$ cat src/rtl/spi_16bit_slave.sv
// SPI mode-3 responder with a 64x8 register file, oversampled on clk.
// Optional `SPI_SLAVE_MISO_OE_EN adds miso_oe and forces miso low while it is deasserted.
module spi_16bit_slave #(
    parameter int unsigned SYNC_STAGES = 2,
    parameter logic [7:0]  DEVID       = 8'hE5
) (
    input  logic       clk,
    input  logic       rst_n,
    input  logic       sclk,
    input  logic       cs_n,
    input  logic       mosi,
    output logic       miso,
`ifdef SPI_SLAVE_MISO_OE_EN
    output logic       miso_oe,
`endif
    output logic       wr_strobe,
    output logic [5:0] wr_addr,
    output logic [7:0] wr_data,
    output logic       busy,
    output logic       frame_done
);

    typedef enum logic [1:0] {ST_IDLE, ST_CMD, ST_DATA, ST_HOLD} state_e;

    logic [SYNC_STAGES-1:0] sclk_sync_q, cs_sync_q, mosi_sync_q;
    logic                   sclk_prev_q, cs_prev_q;
    logic                   sclk_s, cs_s, mosi_s;
    logic                   sclk_rise, sclk_fall, cs_fall, cs_rise;

    state_e      state_q, state_d;
    logic [3:0]  cnt_q, cnt_d;
    logic [7:0]  shift_q, shift_d, shift_next;
    logic        rw_q, rw_d, mb_q, mb_d;
    logic [5:0]  addr_q, addr_d, addr_inc, rd_addr;
    logic [7:0]  tx_q, tx_d, rd_data;
    logic        miso_q, miso_d;
    logic        busy_q, busy_d;
    logic        seen_q, seen_d;
    logic        strobe_q, strobe_d;
    logic [5:0]  wr_addr_q, wr_addr_d;
    logic [7:0]  wr_data_q, wr_data_d;
    logic        done_q, done_d;
    logic        reg_we;
    logic [7:0]  regs_q [64];
`ifdef SPI_SLAVE_MISO_OE_EN
    logic        oe_q, oe_d;
`endif

    always_ff @(posedge clk or negedge rst_n) begin
        if (!rst_n) begin
            sclk_sync_q <= '1;
            cs_sync_q   <= '1;
            mosi_sync_q <= '0;
            sclk_prev_q <= 1'b1;
            cs_prev_q   <= 1'b1;
        end else begin
            sclk_sync_q <= {sclk_sync_q[SYNC_STAGES-2:0], sclk};
            cs_sync_q   <= {cs_sync_q[SYNC_STAGES-2:0], cs_n};
            mosi_sync_q <= {mosi_sync_q[SYNC_STAGES-2:0], mosi};
            sclk_prev_q <= sclk_s;
            cs_prev_q   <= cs_s;
        end
    end

    assign sclk_s    = sclk_sync_q[SYNC_STAGES-1];
    assign cs_s      = cs_sync_q[SYNC_STAGES-1];
    assign mosi_s    = mosi_sync_q[SYNC_STAGES-1];
    assign sclk_rise = sclk_s & ~sclk_prev_q;
    assign sclk_fall = ~sclk_s & sclk_prev_q;
    assign cs_fall   = ~cs_s & cs_prev_q;
    assign cs_rise   = cs_s & ~cs_prev_q;

    assign shift_next = {shift_q[6:0], mosi_s};
    assign addr_inc   = addr_q + 6'd1;
    assign rd_addr    = (state_q == ST_CMD) ? shift_next[5:0] : addr_inc;
    assign rd_data    = (rd_addr == 6'd0) ? DEVID : regs_q[rd_addr];

    always_comb begin
        state_d   = state_q;
        cnt_d     = cnt_q;
        shift_d   = shift_q;
        rw_d      = rw_q;
        mb_d      = mb_q;
        addr_d    = addr_q;
        tx_d      = tx_q;
        miso_d    = miso_q;
        busy_d    = busy_q;
        seen_d    = seen_q;
        strobe_d  = 1'b0;
        wr_addr_d = wr_addr_q;
        wr_data_d = wr_data_q;
        done_d    = 1'b0;
        reg_we    = 1'b0;
`ifdef SPI_SLAVE_MISO_OE_EN
        oe_d      = oe_q;
`endif
        case (state_q)
            ST_IDLE: begin
                if (cs_fall) begin
                    state_d = ST_CMD;
                    busy_d  = 1'b1;
                    cnt_d   = '0;
                    shift_d = '0;
                    seen_d  = 1'b0;
                    miso_d  = 1'b1;
                end
            end
            ST_CMD: begin
                if (sclk_rise) begin
                    shift_d = shift_next;
                    cnt_d   = cnt_q + 4'd1;
                    if (cnt_q == 4'd7) begin
                        cnt_d   = '0;
                        rw_d    = shift_next[7];
                        mb_d    = shift_next[6];
                        addr_d  = shift_next[5:0];
                        if (shift_next[7]) tx_d = rd_data;
                        state_d = ST_DATA;
                    end
                end
            end
            ST_DATA: begin
                if (sclk_rise) begin
                    shift_d = shift_next;
                    cnt_d   = cnt_q + 4'd1;
                    if (cnt_q == 4'd7) begin
                        cnt_d  = '0;
                        seen_d = 1'b1;
                        if (!rw_q) begin
                            strobe_d  = 1'b1;
                            wr_addr_d = addr_q;
                            wr_data_d = shift_next;
                            reg_we    = (addr_q != 6'd0);
                        end
                        if (mb_q) begin
                            addr_d = addr_inc;
                            if (rw_q) tx_d = rd_data;
                        end else begin
                            state_d = ST_HOLD;
                            miso_d  = 1'b1;
                        end
                    end
                end else if (sclk_fall && rw_q) begin
                    miso_d = tx_q[7];
                    tx_d   = {tx_q[6:0], 1'b1};
`ifdef SPI_SLAVE_MISO_OE_EN
                    oe_d   = 1'b1;
`endif
                end
            end
            default: ;
        endcase
        // Frame close is applied after the byte logic so a coincident final rise still commits.
        if (state_q != ST_IDLE && cs_rise) begin
            state_d = ST_IDLE;
            busy_d  = 1'b0;
            done_d  = seen_d;
            miso_d  = 1'b1;
`ifdef SPI_SLAVE_MISO_OE_EN
            oe_d    = 1'b0;
`endif
        end
    end

    always_ff @(posedge clk or negedge rst_n) begin
        if (!rst_n) begin
            state_q   <= ST_IDLE;
            cnt_q     <= '0;
            shift_q   <= '0;
            rw_q      <= 1'b0;
            mb_q      <= 1'b0;
            addr_q    <= '0;
            tx_q      <= '1;
            miso_q    <= 1'b1;
            busy_q    <= 1'b0;
            seen_q    <= 1'b0;
            strobe_q  <= 1'b0;
            wr_addr_q <= '0;
            wr_data_q <= '0;
            done_q    <= 1'b0;
            regs_q    <= '{default: '0};
`ifdef SPI_SLAVE_MISO_OE_EN
            oe_q      <= 1'b0;
`endif
        end else begin
            state_q   <= state_d;
            cnt_q     <= cnt_d;
            shift_q   <= shift_d;
            rw_q      <= rw_d;
            mb_q      <= mb_d;
            addr_q    <= addr_d;
            tx_q      <= tx_d;
            miso_q    <= miso_d;
            busy_q    <= busy_d;
            seen_q    <= seen_d;
            strobe_q  <= strobe_d;
            wr_addr_q <= wr_addr_d;
            wr_data_q <= wr_data_d;
            done_q    <= done_d;
            if (reg_we) regs_q[wr_addr_d] <= wr_data_d;
`ifdef SPI_SLAVE_MISO_OE_EN
            oe_q      <= oe_d;
`endif
        end
    end

`ifdef SPI_SLAVE_MISO_OE_EN
    assign miso    = oe_q & miso_q;
    assign miso_oe = oe_q;
`else
    assign miso    = miso_q;
`endif
    assign wr_strobe  = strobe_q;
    assign wr_addr    = wr_addr_q;
    assign wr_data    = wr_data_q;
    assign busy       = busy_q;
    assign frame_done = done_q;

endmodule

$ cat config.mk
export PLATFORM = sky130hd
export DESIGN_NAME = spi_16bit_slave
export DESIGN_NICKNAME = d
export VERILOG_FILES = /design/src/rtl/spi_16bit_slave.sv
export SDC_FILE = /design/constraint.sdc
export NUM_CORES = 1
export LEC_CHECK = 0
export ABC_CLOCK_PERIOD_IN_PS = 2500
export CORE_UTILIZATION = 40
export DETAILED_ROUTE_END_ITERATION = 8
export PLACE_DENSITY = 0.67
export SKIP_CTS_REPAIR_TIMING = 1
export SYNTH_ARGS = -nofsm -noshare
export SYNTH_HDL_FRONTEND = slang
export SYNTH_SLANG_ARGS = --single-unit
$ cat constraint.sdc
create_clock -name clk -period 2.5 [get_ports clk]
set_input_delay 0.75 -clock clk [delete_from_list [all_inputs] [get_ports clk]]
set_output_delay 0.75 -clock clk [all_outputs]
set_load 0.02 [all_outputs]
==> results.json <==
{
  "vias": 22300,
  "slew_viol_final": 0,
  "io_buffers": 22,
  "clock-sinks": 568,
  "violations": "setup timing",
  "seq_area_um2": 14200,
  "power_mw": 27.3,
  "muxShareOfSynthArea": 0.0648,
  "fmax_mhz": 360,
  "htreeDepth": 2,
  "nets": 2962,
  "dp.cells": 3695,
  "synth-seq-area-share": 0.551,
  "synth_top_family_by_area": "simple AND/OR/NAND/NOR gates",
  "cp.required_ps": 3050,
  "stdcell_count": 3842,
  "critical_path.max_stage_delay_ps": 470,
  "cp_slowest_cell": "o211ai_1",
  "tightest_slew_ps": 571,
  "area_growth_pct": 25.9,
  "yosys_warnings": 0,
  "layout_commonest_cell": "nand2_1",
  "crit_top_cell": "mux2i_1",
  "cp-start-kind": "register",
  "status": "finished with violations",
  "setup-violations-final": 419,
  "cp_max_fo": 8,
  "hold_viol": 0,
  "path_cells": "inv_2 -> ha_4 -> mux2_4 -> buf_12 -> buf_16 -> mux2i_1 -> mux2i_1 -> o211ai_1 -> o41a_1 -> a22o_1 -> a22oi_1",
  "ir_drop_mv": 0.550,
  "grt.total_usage": 0.254,
  "antenna_found_initial": 0,
  "crit_arrival_ps": 3330,
  "ys.flop_type": "dfrtp_1",
  "fillerInstances": 5549,
  "clk_path_buf_depth": 3,
  "synth_compound_area_frac": 0.163,
  "synth_nets": 2756,
  "synthAdderAreaFrac": 0.00388,
  "io_pins": 23,
  "fin_skew_ps": 27.7,
  "syn_inst": 2743,
  "yosys.area_share.simple": 0.174,
  "placementRows": 92,
  "gp_congestion": 0.954,
  "tns_ps": -31230,
  "rsz0062_at_grt": "true",
  "dpl_cell_area_um2": 29500,
  "cts_root_buffer": "clkbuf_16",
  "synth_edf_count": 0,
  "clk_latency_ps": 640,
  "grt_pass1_wl_um": 129000,
  "syn_area_per_cell_um2": 9.42,
  "fin_ws_ps": -280,
  "cts_tree": "done",
  "final_antenna_net_count": 0,
  "die_height_um": 256,
  "synthArstFlopShare": 1.00,
  "drc": 0,
  "synth_xor_area_frac": 0.00165,
  "cellPowerDensity_nw_per_um2": 840,
  "ys_types": 76,
  "vias_per_cell": 5.80,
  "grt-ovfl-total": 0,
  "clk_pin_slew_ps": 70,
  "numCtsBuffers": 59,
  "relSlewSlack": 0.619,
  "maxCapViolCount": 0,
  "fin_area_um2": 32500,
  "hpwlAfterDp_um": 57700,
  "ys_seq_elements": 568,
  "antenna_cells": 0,
  "hold_path_class": "in2async",
  "drive_gt1_frac": 0.198,
  "drtPass1Iterations": 8,
  "final_cell_mix": "nand2_1, dfrtp_1, o21ai_0",
  "syn_area_um2": 25800,
  "multiInputGateArea_um2": 11000,
  "wl_um": 85300,
  "drt_iter0_drc": 2364,
  "total_leakage_power_nw": 13.9,
  "grt_pass1_vias": 21700,
  "endpoint_kind": "register",
  "die-area_um2": 65600,
  "core_area_um2": 63400,
  "critPathKind": "reg2reg",
  "grt_max_degree": 75,
  "wl_per_cell_um": 22.2,
  "die_w_um": 256,
  "fin_crit_ps": 2780,
  "initial_core_util": 0.407,
  "fin_crit_sh": 1.11
}
[layer usage]
metal | vias to the layer above | part of all wire | GRT usage
met2 | 1057 | 0.46 | 0.402
met1 | 11100 | 0.42 | 0.347
li1 | 9966 | - | -
met5 | - | 0 | 0
met3 | 180 | 0.088 | 0.0449
met4 | 0 | 0.034 | 0.0965
[critical path, delay by kind of cell, from the launching register on]
| family | cells | cell delay (ps) |
|---|---|---|
| compound gates | 4 | 970 |
| buf+inv | 3 | 430 |
| fa+ha+maj | 1 | 220 |
| flops | 1 | 410 |
| mux | 3 | 690 |
[synthesized netlist by cell type, types with 4 or more instances]
library cell / instances / area, um^2
nand2_1: 662 / 2480
dfrtp_1: 553 / 13800
o21ai_0: 458 / 2290
clkbuf_1: 142 / 533
nor2_1: 136 / 510
a21oi_1: 135 / 676
nand3_1: 116 / 581
mux2i_1: 93 / 931
nand4_1: 58 / 363
buf_2: 56 / 280
a32oi_1: 30 / 263
mux4_2: 27 / 608
o21ai_1: 18 / 90.1
inv_1: 16 / 60.1
buf_4: 15 / 113
dfstp_2: 15 / 394
a22oi_1: 12 / 90.1
mux2_2: 12 / 135
a221oi_1: 10 / 87.6
and3_1: 10 / 62.6
nor3_2: 10 / 100
a32o_1: 9 / 90.1
nor3_1: 9 / 45.0
or3_1: 9 / 56.3
a22o_1: 8 / 70.1
ha_1: 8 / 100
a31oi_1: 7 / 43.8
nor2b_1: 7 / 43.8
o211ai_1: 6 / 45.0
a41oi_1: 5 / 43.8
buf_1: 5 / 18.8
nand3_2: 5 / 50.1
a221o_1: 4 / 40.0
a31o_2: 4 / 35.0
nand2b_1: 4 / 25.0
nand3b_1: 4 / 30.0
o21a_1: 4 / 30.0
[stage by stage]
stage / hold slack, ps / setup slack, ps / utilization
after floorplan: 331 / -4.72 / -
after global placement: 338 / -629 / 0.465
after detailed placement: 344 / -642 / 0.465
after CTS: 94.6 / -660 / 0.497
after global routing: 113 / -313 / 0.513
final: 105 / -280 / 0.513
[cell families (layout without fill, tap and decap cells)]
kind of cell / Yosys count / after routing
simple gates: 1046 / 1046
compound gates: 743 / 743
flops: 568 / 568
buf+inv: 242 / 495
mux: 132 / 132
fa+ha+maj: 8 / 8
xor+xnor: 4 / 4
[final timing paths]
| path | start | end | slack [ps] | cells past startpoint |
|---|---|---|---|---|
| max | state_q[1] | tx_q[3] | -280 | 11 |
| min in group clk | cs_sync_q[0] | cs_sync_q[1] | 360 | 0 |
| min reg2reg | cs_sync_q[0] | cs_sync_q[1] | 360 | 0 |
| min | rst_n | regs_q[414] | 100 | 1 |
| max reg2reg | state_q[1] | tx_q[3] | -280 | 11 |
| max in group asynchronous | rst_n | regs_q[298] | 1570 | 2 |
[power by group]
group          total, mW  internal (mW)  switching, mW
Sequential          9.54           9.39          0.146
Clock               9.37           5.63           3.74
Combinational       8.40           3.50           4.89
Total               27.3           18.5           8.78
[final cells by class]
| class | instances | share of cell area |
|---|---|---|
| flip-flops and latches | 568 | 0.438 |
| repair buffers | 366 | 0.124 |
| well taps | 846 | 0.0326 |
| inverters | 21 | 0.00308 |
| clock inverters | 20 | 0.00985 |
| multi-input cells | 1933 | 0.339 |
| clock buffers | 88 | 0.0537 |
[registers in the layout (all words and copies together), names as in the netlist, 2 cells and up]
| signal | flops |
|---|---|
| state_q | 2 |
| tx_q | 8 |
| wr_addr | 6 |
| sclk_sync_q | 2 |
| wr_data | 8 |
| shift_q | 7 |
| regs_q | 512 |
| mosi_sync_q | 2 |
| cnt_q | 4 |
| cs_sync_q | 2 |
| addr_q | 6 |
Power figures use the tool's default switching activity.
